===== src/rtl/hash_result_scanner_pkg.sv =====
// Shared types and constants for the hash result scanner: FSM encoding,
// summary word layout and the minimum-tracker seed value.
package hash_result_scanner_pkg;

  typedef logic [2:0] state_t;

  localparam state_t ST_IDLE   = 3'd0;
  localparam state_t ST_READ   = 3'd1;
  localparam state_t ST_WR_MIN = 3'd2;
  localparam state_t ST_WR_MAP = 3'd3;
  localparam state_t ST_FIN    = 3'd4;

  localparam logic [31:0] MIN_INIT = 32'hFFFF_FFFF;

  // Second summary word: hit bitmap in the top half, winning-min nonce at the bottom.
  typedef struct packed {
    logic [15:0] bitmap;
    logic [9:0]  rsvd;
    logic [5:0]  nonce;
  } summary_map_t;

endpackage


===== src/rtl/hash_result_scanner_if.sv =====
// Single-port, word-addressed shared memory bus. The scanner drives the
// master side; the memory (or a model of it) sits on the slave side.
interface hash_result_scanner_if;

  logic        mem_clk;
  logic        mem_we;
  logic [15:0] mem_addr;
  logic [31:0] mem_write_data;
  logic [31:0] mem_read_data;

  modport master (
    output mem_clk, mem_we, mem_addr, mem_write_data,
    input  mem_read_data
  );

  modport slave (
    input  mem_clk, mem_we, mem_addr, mem_write_data,
    output mem_read_data
  );

endinterface


===== src/rtl/hash_result_scanner_result_cmp.sv =====
// Combinational unsigned compare of one result word against the difficulty
// target and against the running minimum.
module hash_result_scanner_result_cmp (
  input  logic [31:0] value,
  input  logic [31:0] target,
  input  logic [31:0] min_value,
  output logic        hit,
  output logic        new_min
);

  assign hit     = value < target;
  assign new_min = value < min_value;

endmodule


===== src/rtl/hash_result_scanner.sv =====
// Streams NUM_NONCES result words through pipelined reads, finds the first
// word below target and the minimum word, then writes a two-word summary.
module hash_result_scanner
  import hash_result_scanner_pkg::*;
#(
  parameter int NUM_NONCES   = 16,
  parameter int READ_LATENCY = 2
) (
  input  logic                  clk,
  input  logic                  reset_n,
  input  logic                  start,
  input  logic [15:0]           result_addr,
  input  logic [15:0]           summary_addr,
  input  logic [31:0]           target,
  output logic                  done,
  output logic                  found,
  output logic [5:0]            found_nonce,
  output logic [5:0]            min_nonce,
  output logic [31:0]           min_value,
  hash_result_scanner_if.master mem
);

  localparam int          IDX_W   = $clog2(NUM_NONCES);
  localparam int          LAT_W   = $clog2(READ_LATENCY + 1);
  localparam logic [5:0]  N_CNT   = 6'(NUM_NONCES);
  localparam logic [5:0]  LAST    = 6'(NUM_NONCES - 1);
  localparam logic [LAT_W-1:0] LAT_MAX = LAT_W'(READ_LATENCY);

  state_t                  state;
  logic [31:0]             target_q;
  logic [15:0]             sum_addr_q;
  logic [5:0]              issue_cnt;
  logic [5:0]              recv_cnt;
  logic [LAT_W-1:0]        lat_cnt;
  logic [NUM_NONCES-1:0]   bitmap;
  logic [15:0]             map16;
  logic                    mem_we_q;
  logic [15:0]             mem_addr_q;
  logic [31:0]             mem_wdata_q;
  logic                    hit;
  logic                    new_min;
  logic [IDX_W-1:0]        recv_idx;
  summary_map_t            map_word;

  assign mem.mem_clk        = clk;
  assign mem.mem_we         = mem_we_q;
  assign mem.mem_addr       = mem_addr_q;
  assign mem.mem_write_data = mem_wdata_q;

  assign recv_idx = recv_cnt[IDX_W-1:0];

  hash_result_scanner_result_cmp u_cmp (
    .value     (mem.mem_read_data),
    .target    (target_q),
    .min_value (min_value),
    .hit       (hit),
    .new_min   (new_min)
  );

  generate
    if (NUM_NONCES >= 16) begin : g_map_trunc
      assign map16 = bitmap[15:0];
    end else begin : g_map_ext
      assign map16 = {{(16 - NUM_NONCES){1'b0}}, bitmap};
    end
  endgenerate

  assign map_word = '{bitmap: map16, rsvd: 10'd0, nonce: min_nonce};

  // NOTE: all state below is updated with non-blocking assignments so every
  // register sees the pre-edge value of every other register.
  always_ff @(posedge clk or negedge reset_n) begin
    if (!reset_n) begin
      state       <= ST_IDLE;
      done        <= 1'b0;
      found       <= 1'b0;
      found_nonce <= '0;
      min_nonce   <= '0;
      min_value   <= MIN_INIT;
      target_q    <= '0;
      sum_addr_q  <= '0;
      issue_cnt   <= '0;
      recv_cnt    <= '0;
      lat_cnt     <= '0;
      bitmap      <= '0;
      mem_we_q    <= 1'b0;
      mem_addr_q  <= '0;
      mem_wdata_q <= '0;
    end else begin
      done <= 1'b0;
      case (state)
        ST_IDLE: begin
          if (start) begin
            target_q    <= target;
            sum_addr_q  <= summary_addr;
            found       <= 1'b0;
            found_nonce <= '0;
            min_nonce   <= '0;
            min_value   <= MIN_INIT;
            bitmap      <= '0;
            mem_addr_q  <= result_addr;
            mem_we_q    <= 1'b0;
            issue_cnt   <= 6'd1;
            recv_cnt    <= '0;
            lat_cnt     <= LAT_W'(1);
            state       <= ST_READ;
          end
        end

        ST_READ: begin
          if (issue_cnt < N_CNT) begin
            mem_addr_q <= mem_addr_q + 16'd1;
            issue_cnt  <= issue_cnt + 6'd1;
          end
          // Captures begin READ_LATENCY edges after the first address went out.
          if (lat_cnt < LAT_MAX) begin
            lat_cnt <= lat_cnt + LAT_W'(1);
          end else begin
            bitmap[recv_idx] <= hit;
            if (hit && !found) begin
              found       <= 1'b1;
              found_nonce <= recv_cnt;
            end
            if (new_min) begin
              min_value <= mem.mem_read_data;
              min_nonce <= recv_cnt;
            end
            recv_cnt <= recv_cnt + 6'd1;
            if (recv_cnt == LAST) state <= ST_WR_MIN;
          end
        end

        ST_WR_MIN: begin
          mem_we_q    <= 1'b1;
          mem_addr_q  <= sum_addr_q;
          mem_wdata_q <= min_value;
          state       <= ST_WR_MAP;
        end

        ST_WR_MAP: begin
          mem_addr_q  <= sum_addr_q + 16'd1;
          mem_wdata_q <= map_word;
          state       <= ST_FIN;
        end

        ST_FIN: begin
          mem_we_q <= 1'b0;
          done     <= 1'b1;
          state    <= ST_IDLE;
        end

        default: state <= ST_IDLE;
      endcase
    end
  end

endmodule

===== src/flat_wrapper.sv =====
// flat-port wrapper written by rule: the top's interface ports become plain ports
module hash_result_scanner_flat import hash_result_scanner_pkg::*;
#(
  parameter int NUM_NONCES   = 16,
  parameter int READ_LATENCY = 2
)
  (clk, reset_n, start, result_addr, summary_addr, target, done, found, found_nonce, min_nonce, min_value, mem_mem_clk, mem_mem_we, mem_mem_addr, mem_mem_write_data, mem_mem_read_data);
  hash_result_scanner_if mem_i ();
  input  logic clk;
  input  logic reset_n;
  input  logic start;
  input  logic [15:0] result_addr;
  input  logic [15:0] summary_addr;
  input  logic [31:0] target;
  output logic done;
  output logic found;
  output logic [5:0] found_nonce;
  output logic [5:0] min_nonce;
  output logic [31:0] min_value;
  output wire logic [$bits(mem_i.mem_clk)-1:0] mem_mem_clk;
  output wire logic [$bits(mem_i.mem_we)-1:0] mem_mem_we;
  output wire logic [$bits(mem_i.mem_addr)-1:0] mem_mem_addr;
  output wire logic [$bits(mem_i.mem_write_data)-1:0] mem_mem_write_data;
  input wire logic [$bits(mem_i.mem_read_data)-1:0] mem_mem_read_data;
  assign mem_mem_clk = mem_i.mem_clk;
  assign mem_mem_we = mem_i.mem_we;
  assign mem_mem_addr = mem_i.mem_addr;
  assign mem_mem_write_data = mem_i.mem_write_data;
  assign mem_i.mem_read_data = mem_mem_read_data;
  hash_result_scanner #(.NUM_NONCES(NUM_NONCES), .READ_LATENCY(READ_LATENCY)) u_core (.clk(clk), .reset_n(reset_n), .start(start), .result_addr(result_addr), .summary_addr(summary_addr), .target(target), .done(done), .found(found), .found_nonce(found_nonce), .min_nonce(min_nonce), .min_value(min_value), .mem(mem_i));
endmodule

===== config.mk =====
export PLATFORM = sky130hd
export DESIGN_NAME = hash_result_scanner_flat
export DESIGN_NICKNAME = d
export VERILOG_FILES = /design/src/rtl/hash_result_scanner_pkg.sv /design/src/rtl/hash_result_scanner_if.sv /design/src/rtl/hash_result_scanner_result_cmp.sv /design/src/rtl/hash_result_scanner.sv /design/src/flat_wrapper.sv
export SDC_FILE = /design/constraint.sdc
export NUM_CORES = 1
export LEC_CHECK = 0
export CORE_MARGIN = 3
export CORE_UTILIZATION = 48
export DETAILED_ROUTE_END_ITERATION = 6
export HOLD_SLACK_MARGIN = 0.15
export PLACE_DENSITY_LB_ADDON = 0.1
export SYNTH_ARGS = -nofsm -noshare
export SYNTH_HDL_FRONTEND = slang
export SYNTH_HIERARCHICAL = 1
export SYNTH_SLANG_ARGS = --single-unit

===== constraint.sdc =====
create_clock -name clk -period 2.3 [get_ports clk]
set_input_delay 0.46 -clock clk [delete_from_list [all_inputs] [get_ports clk]]
set_output_delay 0.46 -clock clk [all_outputs]
set_load 0.03 [all_outputs]

==> flow_metrics.py <==
metrics = {
    "critical_path": {
        "crit_type": "flip-flop to flip-flop",
        "critPathArrivalTime_ps": 3130,
        "critPathRequiredTime_ps": 2770,
        "startpoint_type": "flip-flop",
        "critPathMaxFanout": 6,
        "crit_path_end_kind": "flip-flop",
    },
    "layout": {
        "design_area_um2": 13880,
        "drive_above_1_share": 0.2326,
        "diodes": 0,
        "area.growth.synth_to_final_pct": 40.34,
        "regArea_um2": 4446,
        "fillers": 1547,
        "fin_util": 0.6995,
        "multi_input_area_um2": 5314,
        "nets": 1491,
    },
    "sta": {
        "setup_ws_ps": -367.3,
        "max-slew-margin-rel": 0.6687,
        "min_period_ps": 2667,
        "rsz0062_at_grt": "yes",
        "finalHoldViolCount": 0,
        "worstMarginPinSlew_ps": 493.2,
        "maxSlewViolCount": 0,
        "fmax_mhz": 374.9,
        "whs_ps": 282.8,
        "tns_ps": -14730,
        "clock_skew_ps": 13.32,
        "setup_viol_count_final": 58,
        "fin_crit_sh": 1.160,
    },
    "detailed_routing": {
        "drc_errors": 0,
        "drt_first_pass_iters": 5,
        "wirelength_um": 28300,
        "wire_per_inst_um": 17.67,
        "num_vias": 8837,
        "ant_nets": 0,
        "drt_iter0_drc": 543,
        "via_per_inst": 5.516,
    },
    "global_route": {
        "track_usage": 0.2541,
        "grt_util_met2": 0.4192,
        "use_met3": 0.05209,
        "grtUsageMet1": 0.3427,
        "gr-total-overflow": 0,
        "grt_pass1_vias": 8559,
        "antenna_found_initial": 0,
        "busiest_layer": "met2",
        "grt_pass1_wl_um": 45060,
        "grt_max_degree": 49,
    },
    "min_path": {
        "worst_hold_path_type": "primary input to flip-flop",
    },
    "synth": {
        "ys.flop_type": "dfrtp_1",
        "syn_inst": 1056,
        "syn_nets": 1223,
        "ys_async_sr_fraction": 1.000,
        "synth_cell_types": 67,
        "synth_edf_count": 0,
        "avgSynthCellArea_um2": 9.367,
        "synth_area_um2": 9892,
        "seq_area_frac_synth": 0.4493,
        "ys_warn_count": 6,
        "ys_ff_latch": 176,
    },
    "placement": {
        "hpwl_um": 20210,
        "dpl-instance-area_um2": 12750,
        "port_buffers": 194,
        "place_congestion": 0.9221,
    },
    "die": {
        "die_x_um": 149.6,
        "dieHeight_um": 149.6,
        "start_util": 0.4985,
        "row_count": 51,
        "io_pins": 195,
        "die_area_um2": 22370,
        "core_um2": 19850,
    },
    "cts": {
        "path_clk_slew_ps": 70,
        "clock_latency_ps": 550,
        "cts_tree": "done",
    },
    "power": {
        "ir_worst_vdd_mv": 0.8257,
        "powerDensity_nw_per_um2": 1491,
        "power_mw": 20.70,
        "leakage_nw": 6.408,
    },
    "run_status": {
        "violations": "negative setup slack",
        "status": "finished, violations left",
    },
    "job": {
        "max_cap_viol_count": 0,
    },
}
## placed cells by master (no fill, tap or decap), drive strengths merged, types with 6 or more instances in the layout
master / count
dfstp: 32
dlygate4sd2: 35
nor2b: 8
o31ai: 8
mux2i: 31
nand4: 23
clkdlybuf4s50: 153
mux2: 51
inv: 84
nand3: 25
ha: 68
nor3: 13
dfrtp: 144
a21o: 18
a21oi: 49
buf: 108
nand2: 161
nand2b: 6
clkbuf: 24
nor2: 60
nor4: 7
o22ai: 8
o21ai: 128
## stage by stage
stage | setup slack [ps] | cells
3_5_place_dp | -1023 | 1557
6_report | -367.3 | 1602
2_1_floorplan | -293.8 | 1056
3_3_place_gp | -1043 | 1557
4_1_cts | -327.7 | 1594
5_1_grt | -493.0 | 1602
## where the power goes
part	switching, mW	leakage (nW)	internal, mW
sequential	1.14	2.16	4.70
combinational	6.58	3.94	5.19
clock	1.39	0.308	1.70
## final cells by class
cell class | instances | area share
repair buffers | 302 | 0.2050
well taps | 265 | 0.02388
multi-input cells | 743 | 0.3828
flip-flops and latches | 176 | 0.3202
clock inverters | 12 | 0.007210
clock buffers | 24 | 0.03894
inverters | 80 | 0.02190
## path summary, 6_finish.rpt
| path | from | end | slack (ps) | cells after the start |
|---|---|---|---|---|
| max in group asynchronous | reset_n | u_core/mem.mem_write_data[24]$_DFFE_PN0P_ | 1250 | 3 |
| worst min-delay path | mem_mem_read_data[21] | u_core/min_value[21]$_DFFE_PN1P_ | 280 | 3 |
| worst max-delay path | u_core/min_value[13]$_DFFE_PN1P_ | u_core/min_value[13]$_DFFE_PN1P_ | -370 | 12 |
| worst min register to register | u_core/mem.mem_write_data[15]$_DFFE_PN0P_ | u_core/mem.mem_write_data[15]$_DFFE_PN0P_ | 480 | 2 |
| worst max register to register | u_core/min_value[13]$_DFFE_PN1P_ | u_core/min_value[13]$_DFFE_PN1P_ | -370 | 12 |
| min in group asynchronous | reset_n | u_core/sum_addr_q[9]$_DFFE_PN0P_ | 370 | 2 |
## layer usage
metal	routed length [µm]	share of wire
met5	0	0
met4	387	0.014
met1	11970	0.42
met2	13980	0.49
met3	1968	0.070
## critical path, stage by stage, from the launching register on
cell and delay (ps):
dfstp_2 550, inv_2 40, ha_4 210, a21o_1 180, a21o_1 160, a221o_1 310
a31oi_1 140, o21ai_1 110, a221oi_2 220, buf_4 170, o21bai_4 140, buf_4 200
o21ai_2 170
## repair_timing
action | 4_1_cts | 5_1_grt
pin swaps | 16 | 28
gates cloned | 1 | 4
hold buffers | 1 | 0
buffers inserted | 1 | 4
gates resized for setup | 97 | 64
setup endpoints to repair | 93 | 68
hold endpoints to repair | 27 | 0
## synthesized netlist by cell type (6+ instances only)
cell	number	area [µm²]
nand2b_1	6	37.54
nand2_1	161	604.3
a21o_1	18	135.1
inv_1	79	296.5
dfrtp_1	144	3603
nand3_1	25	125.1
dfstp_2	32	840.8
ha_1	68	850.8
nor2_1	60	225.2
o21ai_0	124	620.6
clkbuf_1	25	93.84
o22ai_1	8	50.05
a21oi_1	49	245.2
buf_2	24	120.1
o31ai_1	8	60.06
nor2b_1	7	43.79
mux2_2	51	574.3
nand4_1	23	143.9
nor3_1	13	65.06
mux2i_1	31	310.3
## kinds of logic (layout without fill, tap and decap cells)
family,count (synthesis),after routing,synth area share
flops,176,176,0.4493
buf+inv,138,418,0.05869
mux,82,82,0.08943
xor+xnor,8,8,0.007083
compound gates,255,256,0.1537
simple gates,329,329,0.1558
fa+ha+maj,68,68,0.08601
## registers in the layout, indices dropped and copies added (netlist names), 2 cells and up
register                   count
u_core/mem.mem_addr           16
u_core/mem.mem_write_data     32
u_core/issue_cnt               6
u_core/state                   3
u_core/min_nonce               6
u_core/recv_cnt                6
u_core/lat_cnt                 2
u_core/target_q               32
u_core/found_nonce             6
u_core/min_value              32
u_core/sum_addr_q             16
u_core/bitmap                 16
No activity file was read; power rests on OpenSTA's default activity.
